==> src/rtl/sensor_sequence_gen_if.sv <==
// Command/status bundle between the sensor sequence generator and its controller.
// The generator itself connects through the slave modport.
interface sensor_sequence_gen_if #(
  parameter int unsigned DWELL_W = 16
);
  logic               start;
  logic               dir;
  logic [DWELL_W-1:0] dwell;
  logic               abort;
  logic               a;
  logic               b;
  logic               busy;
  logic               done;
  logic               reject;
  logic [2:0]         exp_count;

  modport master (
    output start, dir, dwell, abort,
    input  a, b, busy, done, reject, exp_count
  );

  modport slave (
    input  start, dir, dwell, abort,
    output a, b, busy, done, reject, exp_count
  );
endinterface

==> src/rtl/sensor_sequence_gen.sv <==
// Emulates parking-barrier sensors A/B through an entry or exit passage on command,
// tracking a model occupancy count and refusing commands the lot cannot accept.
module sensor_sequence_gen #(
  parameter int unsigned DWELL_W = 16
) (
  input logic                 clk,
  input logic                 rst,
  sensor_sequence_gen_if.slave bus
);

  typedef enum logic [2:0] {StIdle, StPh1, StPh2, StPh3, StGap} state_e;

  state_e             state_q, state_d;
  logic [DWELL_W-1:0] cnt_q, cnt_d;
  logic [DWELL_W-1:0] dwell_q, dwell_d;
  logic               dir_q, dir_d;
  logic [2:0]         count_q, count_d;
  logic               a_q, a_d, b_q, b_d;
  logic               busy_q, busy_d, done_q, done_d, reject_q, reject_d;

  logic refuse, accept, phase_end;

  // Abort takes priority over start in IDLE, so neither accept nor refuse fires.
  assign refuse    = bus.start && !bus.abort && (bus.dir ? (count_q == 3'd0) : (count_q == 3'd7));
  assign accept    = bus.start && !bus.abort && !refuse;
  assign phase_end = (cnt_q == dwell_q);

  always_ff @(posedge clk) begin
    if (!rst) begin
      state_q  <= StIdle;
      cnt_q    <= '0;
      dwell_q  <= '0;
      dir_q    <= 1'b0;
      count_q  <= 3'd0;
      a_q      <= 1'b0;
      b_q      <= 1'b0;
      busy_q   <= 1'b0;
      done_q   <= 1'b0;
      reject_q <= 1'b0;
    end else begin
      state_q  <= state_d;
      cnt_q    <= cnt_d;
      dwell_q  <= dwell_d;
      dir_q    <= dir_d;
      count_q  <= count_d;
      a_q      <= a_d;
      b_q      <= b_d;
      busy_q   <= busy_d;
      done_q   <= done_d;
      reject_q <= reject_d;
    end
  end

  always_comb begin
    state_d = state_q;
    cnt_d   = cnt_q;
    dwell_d = dwell_q;
    dir_d   = dir_q;
    count_d = count_q;
    unique case (state_q)
      StIdle: begin
        if (accept) begin
          state_d = StPh1;
          cnt_d   = DWELL_W'(1);
          dir_d   = bus.dir;
          dwell_d = (bus.dwell == '0) ? DWELL_W'(1) : bus.dwell;
        end
      end
      default: begin
        if (bus.abort) begin
          state_d = StIdle;
          cnt_d   = '0;
        end else if (phase_end) begin
          cnt_d = DWELL_W'(1);
          unique case (state_q)
            StPh1:   state_d = StPh2;
            StPh2:   state_d = StPh3;
            StPh3:   state_d = StGap;
            default: begin
              state_d = StIdle;
              cnt_d   = '0;
              count_d = dir_q ? (count_q - 3'd1) : (count_q + 3'd1);
            end
          endcase
        end else begin
          cnt_d = cnt_q + DWELL_W'(1);
        end
      end
    endcase
  end

  // Outputs are precomputed from the next state so they register alongside it.
  always_comb begin
    a_d      = 1'b0;
    b_d      = 1'b0;
    busy_d   = (state_d != StIdle);
    done_d   = (state_q == StGap) && phase_end && !bus.abort;
    reject_d = (state_q == StIdle) && refuse;
    unique case (state_d)
      StPh1: begin
        a_d = !dir_d;
        b_d = dir_d;
      end
      StPh2: begin
        a_d = 1'b1;
        b_d = 1'b1;
      end
      StPh3: begin
        a_d = dir_d;
        b_d = !dir_d;
      end
      default: ;
    endcase
  end

  assign bus.a         = a_q;
  assign bus.b         = b_q;
  assign bus.busy      = busy_q;
  assign bus.done      = done_q;
  assign bus.reject    = reject_q;
  assign bus.exp_count = count_q;

endmodule

==> src/flat_wrapper.sv <==
// flat-port wrapper written by rule: the top's interface ports become plain ports
module sensor_sequence_gen_flat 
#(
  parameter int unsigned DWELL_W = 16
)
  (clk, rst, bus_start, bus_dir, bus_dwell, bus_abort, bus_a, bus_b, bus_busy, bus_done, bus_reject, bus_exp_count);
  sensor_sequence_gen_if #(.DWELL_W(DWELL_W)) bus_i ();
  input logic clk;
  input logic rst;
  input wire logic [$bits(bus_i.start)-1:0] bus_start;
  input wire logic [$bits(bus_i.dir)-1:0] bus_dir;
  input wire logic [$bits(bus_i.dwell)-1:0] bus_dwell;
  input wire logic [$bits(bus_i.abort)-1:0] bus_abort;
  output wire logic [$bits(bus_i.a)-1:0] bus_a;
  output wire logic [$bits(bus_i.b)-1:0] bus_b;
  output wire logic [$bits(bus_i.busy)-1:0] bus_busy;
  output wire logic [$bits(bus_i.done)-1:0] bus_done;
  output wire logic [$bits(bus_i.reject)-1:0] bus_reject;
  output wire logic [$bits(bus_i.exp_count)-1:0] bus_exp_count;
  assign bus_i.start = bus_start;
  assign bus_i.dir = bus_dir;
  assign bus_i.dwell = bus_dwell;
  assign bus_i.abort = bus_abort;
  assign bus_a = bus_i.a;
  assign bus_b = bus_i.b;
  assign bus_busy = bus_i.busy;
  assign bus_done = bus_i.done;
  assign bus_reject = bus_i.reject;
  assign bus_exp_count = bus_i.exp_count;
  sensor_sequence_gen #(.DWELL_W(DWELL_W)) u_core (.clk(clk), .rst(rst), .bus(bus_i));
endmodule
==> config.mk <==
export PLATFORM = sky130hd
export DESIGN_NAME = sensor_sequence_gen_flat
export DESIGN_NICKNAME = d
export VERILOG_FILES = /design/src/rtl/sensor_sequence_gen_if.sv /design/src/rtl/sensor_sequence_gen.sv /design/src/flat_wrapper.sv
export SDC_FILE = /design/constraint.sdc
export NUM_CORES = 1
export LEC_CHECK = 0
export CORE_UTILIZATION = 58
export DETAILED_ROUTE_END_ITERATION = 10
export GPL_TIMING_DRIVEN = 0
export PLACE_DENSITY_LB_ADDON = 0.05
export SLEW_MARGIN = 20
export SYNTH_ARGS = -nofsm -noshare
export SYNTH_HDL_FRONTEND = slang
export SYNTH_SLANG_ARGS = --single-unit
==> constraint.sdc <==
create_clock -name clk -period 3.7 [get_ports clk]
set_input_delay 0.925 -clock clk [delete_from_list [all_inputs] [get_ports clk]]
set_output_delay 0.925 -clock clk [all_outputs]
set_load 0.1 [all_outputs]
# Yosys cells after proc, flatten, opt, wreduce, memory -nomap -nowiden
# Index checks and enable logic that the tools add are counted.
# Widths: inputs -> output; s select.
# word_totals
regBits	44
latch_bits	0
ramBits	0
mem_bits_ro	0
out_inout_bits	8
memories	0
# op_classes
addsub	3
n_mul	0
n_div	0
n_lt_le_gt_ge	0
eq_ne	10
n_shift	0
muxes	17
bitwise_logic	3
reduce_logical	16
# ops
op	count
$mux 16	5
$add 16x1->16 const B	1
$eq 16x16->1	1
$logic_not 16->1	1
$mux 3	5
$eq 3x2->1 const B	4
$pmux 3 s3	1
$eq 3x1->1 const B	2
$eq 3x3->1 const B	2
$logic_and 1x1->1	6
$logic_not 3->1	2
$pmux 1 s3	2
$mux 1	4
$reduce_and 4->1	1
$add 3x1->3 const B	1
$logic_not 1->1	3
$not 1->1	3
$reduce_bool 3->1	1
$reduce_or 3->1	1
$sub 3x1->3 const B	1
$ne 2x1->1 const B	1
$reduce_and 2->1	1

# Depth between registers and ports, before layout
# logic_depth
depth_word	9
depth_mapped	7

# Least setup slack after synthesis
# Ideal clock, no wire load.
# synth_timing
path_type	reg-to-reg
startpoint	register u_core.count_q[0] (netlist: u_core.bus.exp_count[0])
endpoint	register u_core.cnt_q[15]
arrival_ns	2.297
required_ns	3.572
slack_ns	1.275
path_stages_with_launch	7
n_path_buf	0
path_cell_list	dfxtp_1 or4b_4 a41oi_2 nor4_1 nand3_1 xor2_1 nor2_1
# synth_between
elab_chain_len	6
# synth_rtl
item	line	source
start, declared	sensor_sequence_gen.sv:17	logic [2:0] count_q, count_d;
start signal, assigned	sensor_sequence_gen.sv:45	count_q <= count_d;
$eq 3x3->1 or $logic_not 3->1 (tied branches)	sensor_sequence_gen.sv:24	assign refuse = bus.start && !bus.abort && (bus.dir ? (count_q == 3'd0) : (count_q == 3'd7));
$mux 1 (*)	sensor_sequence_gen.sv:24	
$logic_and 1x1->1 (*)	sensor_sequence_gen.sv:24	
$logic_not 1->1 (*)	sensor_sequence_gen.sv:25	assign accept = bus.start && !bus.abort && !refuse;
$logic_and 1x1->1 (*)	sensor_sequence_gen.sv:25	
$ne 2x1->1 (no line) (*)	-	
end signal, assigned	sensor_sequence_gen.sv:42	cnt_q <= cnt_d;
end, declared	sensor_sequence_gen.sv:14	logic [DWELL_W-1:0] cnt_q, cnt_d;
# Every way passes the cells marked *; elsewhere a longest branch is shown, timed or not.
# A chain may end at the register's enable or synchronous reset.

# Worst setup path in the final report
# layout_timing
startpoint	register u_core.count_q[0] (netlist: u_core.bus.exp_count[0])
endpoint	output bus_exp_count[0]
# layout_lines
item	line	source
end, declared	flat_wrapper.sv:19	output wire logic [$bits(bus_i.exp_count)-1:0] bus_exp_count;
# No word-level cell between the ends.

==> results.sh <==
export IMPL_cp_arrival_ns=1.97
export IMPL_routed_wl_mm=4.25
export IMPL_required_ns=2.77
export IMPL_reg2regPathDepth=7
export IMPL_die_w_microns=61.4
export IMPL_gp_congestion=0.800
export IMPL_cap_violations=0
export IMPL_worst_clock_skew_ns=0.00312
export IMPL_antenna_found_initial=0
export IMPL_postCtsSetupBuffers=0
export IMPL_num_antenna_cells=0
export IMPL_cts_max_path_buffers=2
export IMPL_crit_chain="clkdlybuf4s50_1"
export IMPL_worstHoldEndpoint="u_core.dwell_q[3]"
export IMPL_grt_overflow_total=0
export IMPL_synth_nets=247
export IMPL_die_area_sq_um=3770
export IMPL_path_max_fanout=5
export IMPL_max_freq_ghz=0.345
export IMPL_drc=0
export IMPL_grtUsageTotal_pct=25.7
export IMPL_final_util_pct=72.7
export IMPL_cp_start_kind="flop"
export IMPL_antenna_left=0
export IMPL_ctsHoldBuffers=0
export IMPL_r2r_end="u_core.cnt_q[13]"
export IMPL_avgSynthCellArea_sq_um=9.13
export IMPL_cts_resized=0
export IMPL_hold_depth=2
export IMPL_clk_latency_ns=0.36
export IMPL_top_layer="met4"
export IMPL_layout_nets=282
export IMPL_regToRegSetupSlack_ns=1.36
export IMPL_drt_pass1_iter_count=4
export IMPL_async_flop_share_pct=0
export IMPL_num_io_pins=29
export IMPL_synth_flop_cell="dfxtp_1"
export IMPL_r2r_start="u_core.cnt_q[3]"
export IMPL_root_buffer="clkbuf_4"
export IMPL_slew_headroom_pct=35.3
export IMPL_cts_made_buffers=5
export IMPL_crit_family="buffers and inverters"
export IMPL_endpoint_kind="primary output"
export IMPL_syn_cell_area_sq_um=2050
export IMPL_met3_length_microns=241
export IMPL_h_tree_depth=2
export IMPL_ys_ff_latch=44
export IMPL_cts_clk_slew_worst_paths_ns=0.12
export IMPL_worst_pin_slew_ns=0.967
export IMPL_dr_wl_met2_mm=1.84
export IMPL_die_h_microns=61.4
export IMPL_setup_tns_final_ns=0
export IMPL_setup_viol=0
export IMPL_via_count=1690
export IMPL_period_share_pct=78.3
export IMPL_hold_class="reg -> reg"
export IMPL_hold_start="u_core.dwell_q[3]"
export IMPL_wl_per_cell_microns=13.9
export IMPL_core_area_sq_um=3360
export IMPL_io_buffers=28
export IMPL_start_util_pct=60.8
export IMPL_ys_types=39
export IMPL_nFillCells=293
export IMPL_slew_violations=0
export IMPL_slowest_delay_ns=1.17
export IMPL_synth_edf_count=0
export IMPL_grt_max_degree=14
export IMPL_rsz0062_at_grt="no"
export IMPL_synth_seq_area_share_pct=43.1
export IMPL_hold_viol_final=0
export IMPL_critPathBufInv=1
export IMPL_period_needed_ns=2.90
export IMPL_regArea_sq_um=881
export IMPL_cts_tree="done"
export IMPL_ys_warn_count=0
export IMPL_cellLeakagePower_nw=0.869
export IMPL_grt_first_pass_wirelength_mm=6.84
export IMPL_rows=21
export IMPL_clock_sinks=44
export IMPL_power_density_nw_per_um2=368
export IMPL_multi_input_area_sq_um=1100
export IMPL_dpl_hpwl_mm=3.25
export IMPL_syn_instance_count=224
export IMPL_syn2layout_area_growth_pct=19.6
export IMPL_via_per_inst=5.52
export IMPL_critPathKind="reg -> out"
export IMPL_worst_path_max_delay_cell="clkdlybuf4s50_1"
export IMPL_drt_iter0_drc=110
export IMPL_wl_met1_mm=2.09
export IMPL_grt_pass1_vias=1471
export IMPL_layout_drive_gt1_share_pct=6.54
export IMPL_status="finished clean"
export IMPL_ir_drop_mv=0.274
==> registers in the layout, indices dropped and copies added, names as in the netlist <==
| name | count |
|---|---|
| u_core.dwell_q | 16 |
| u_core.bus.exp_count | 3 |
| u_core.cnt_q | 16 |
| u_core.bus.done | 1 |
| u_core.bus.busy | 1 |
| u_core.dir_q | 1 |
| u_core.bus.b | 1 |
| u_core.state_q | 3 |
| u_core.bus.a | 1 |
| u_core.bus.reject | 1 |
==> metal layers <==
layer	vias to the layer above	GRT usage [%]
li1	845	-
met5	-	0
met4	0	10.5
met1	789	37.5
met3	8	5.04
met2	48	37.0
==> Yosys cell counts (3+ instances only) <==
master / instances / share of area, %
dfxtp_1: 44 / 43
nor2_1: 30 / 5.5
xnor2_1: 23 / 9.8
nand2_1: 16 / 2.9
a22oi_1: 12 / 4.4
nand3_1: 11 / 2.7
xor2_1: 10 / 4.3
a21oi_1: 9 / 2.2
inv_1: 7 / 1.3
mux2i_1: 7 / 3.4
nor2b_1: 7 / 2.1
nand4_1: 6 / 1.8
nor4_1: 5 / 1.5
nor3_1: 4 / 0.98
and3_1: 3 / 0.92
clkbuf_1: 3 / 0.55
==> cells in the final DEF, fill, tap and decap left out, types with 3 or more instances in the layout <==
master           instances
dfxtp_1                 44
nor2_1                  30
clkdlybuf4s50_1         28
xnor2_1                 23
nand2_1                 16
a22oi_1                 12
nand3_1                 11
xor2_1                  10
a21oi_1                  9
inv_1                    7
nor2b_1                  7
mux2i_1                  7
nand4_1                  6
nor4_1                   5
clkbuf_4                 5
nor3_1                   4
clkbuf_1                 4
and3_1                   3
==> worst max-delay path by stage <==
stage,start,end,slack [ns],depth (start not counted)
final,u_core.bus.exp_count[0],bus_exp_count[0],0.80,1
after CTS,u_core.bus.exp_count[0],bus_exp_count[0],0.80,1
after global placement,bus_dir,u_core.cnt_q[15],0.67,7
after floorplan,u_core.bus.exp_count[0],u_core.cnt_q[15],1.27,6
after detailed placement,bus_dir,u_core.cnt_q[8],0.60,7
after global routing,u_core.bus.exp_count[0],bus_exp_count[0],0.78,1
==> stage by stage <==
| stage | instance area (sq um) | hold WS, ns | total power [W] | setup slack (ns) | instances |
|---|---|---|---|---|---|
| detailed placement | 2380 | 0.464 | 0.000659 | 0.603 | 298 |
| CTS | 2450 | 0.481 | 0.000900 | 0.803 | 306 |
| global placement | 2380 | 0.456 | 0.000657 | 0.665 | 298 |
| finish | 2450 | 0.479 | 0.000899 | 0.804 | 306 |
| floorplan | 2050 | 0.449 | 0.000608 | 1.27 | 224 |
| global route | 2450 | 0.514 | 0.000938 | 0.779 | 306 |
==> power by group <==
group | switching, W | internal [W] | leakage (nW) | total [W]
Clock | 0.000158 | 0.0000931 | 0.0315 | 0.000251
Sequential | 0.0000102 | 0.000487 | 0.356 | 0.000497
Combinational | 0.0000869 | 0.0000646 | 0.481 | 0.000152
Total | 0.000255 | 0.000645 | 0.869 | 0.000899
==> layout make-up <==
type	count	share of cell area, %
multi-input cells	166	45.1
flip-flops and latches	44	36.0
repair buffers	28	11.5
well taps	46	2.35
clock buffers	7	2.25
plain buffers	6	1.28
inverters	8	1.23
clock inverters	1	0.307
==> logic make-up after synthesis <==
| kind of cell | after synthesis | share of synthesized area (%) |
|---|---|---|
| flip-flops | 44 | 43.1 |
| XOR/XNOR | 33 | 14.1 |
| adder cells (fa/ha/maj) | 2 | 1.59 |
| AND/OR/NAND/NOR | 94 | 24.2 |
| buffers and inverters | 14 | 3.00 |
| AO/OA/AOI/OAI | 28 | 9.48 |
| multiplexers | 9 | 4.53 |
Note: power is estimated with default switching activity, not from simulation.
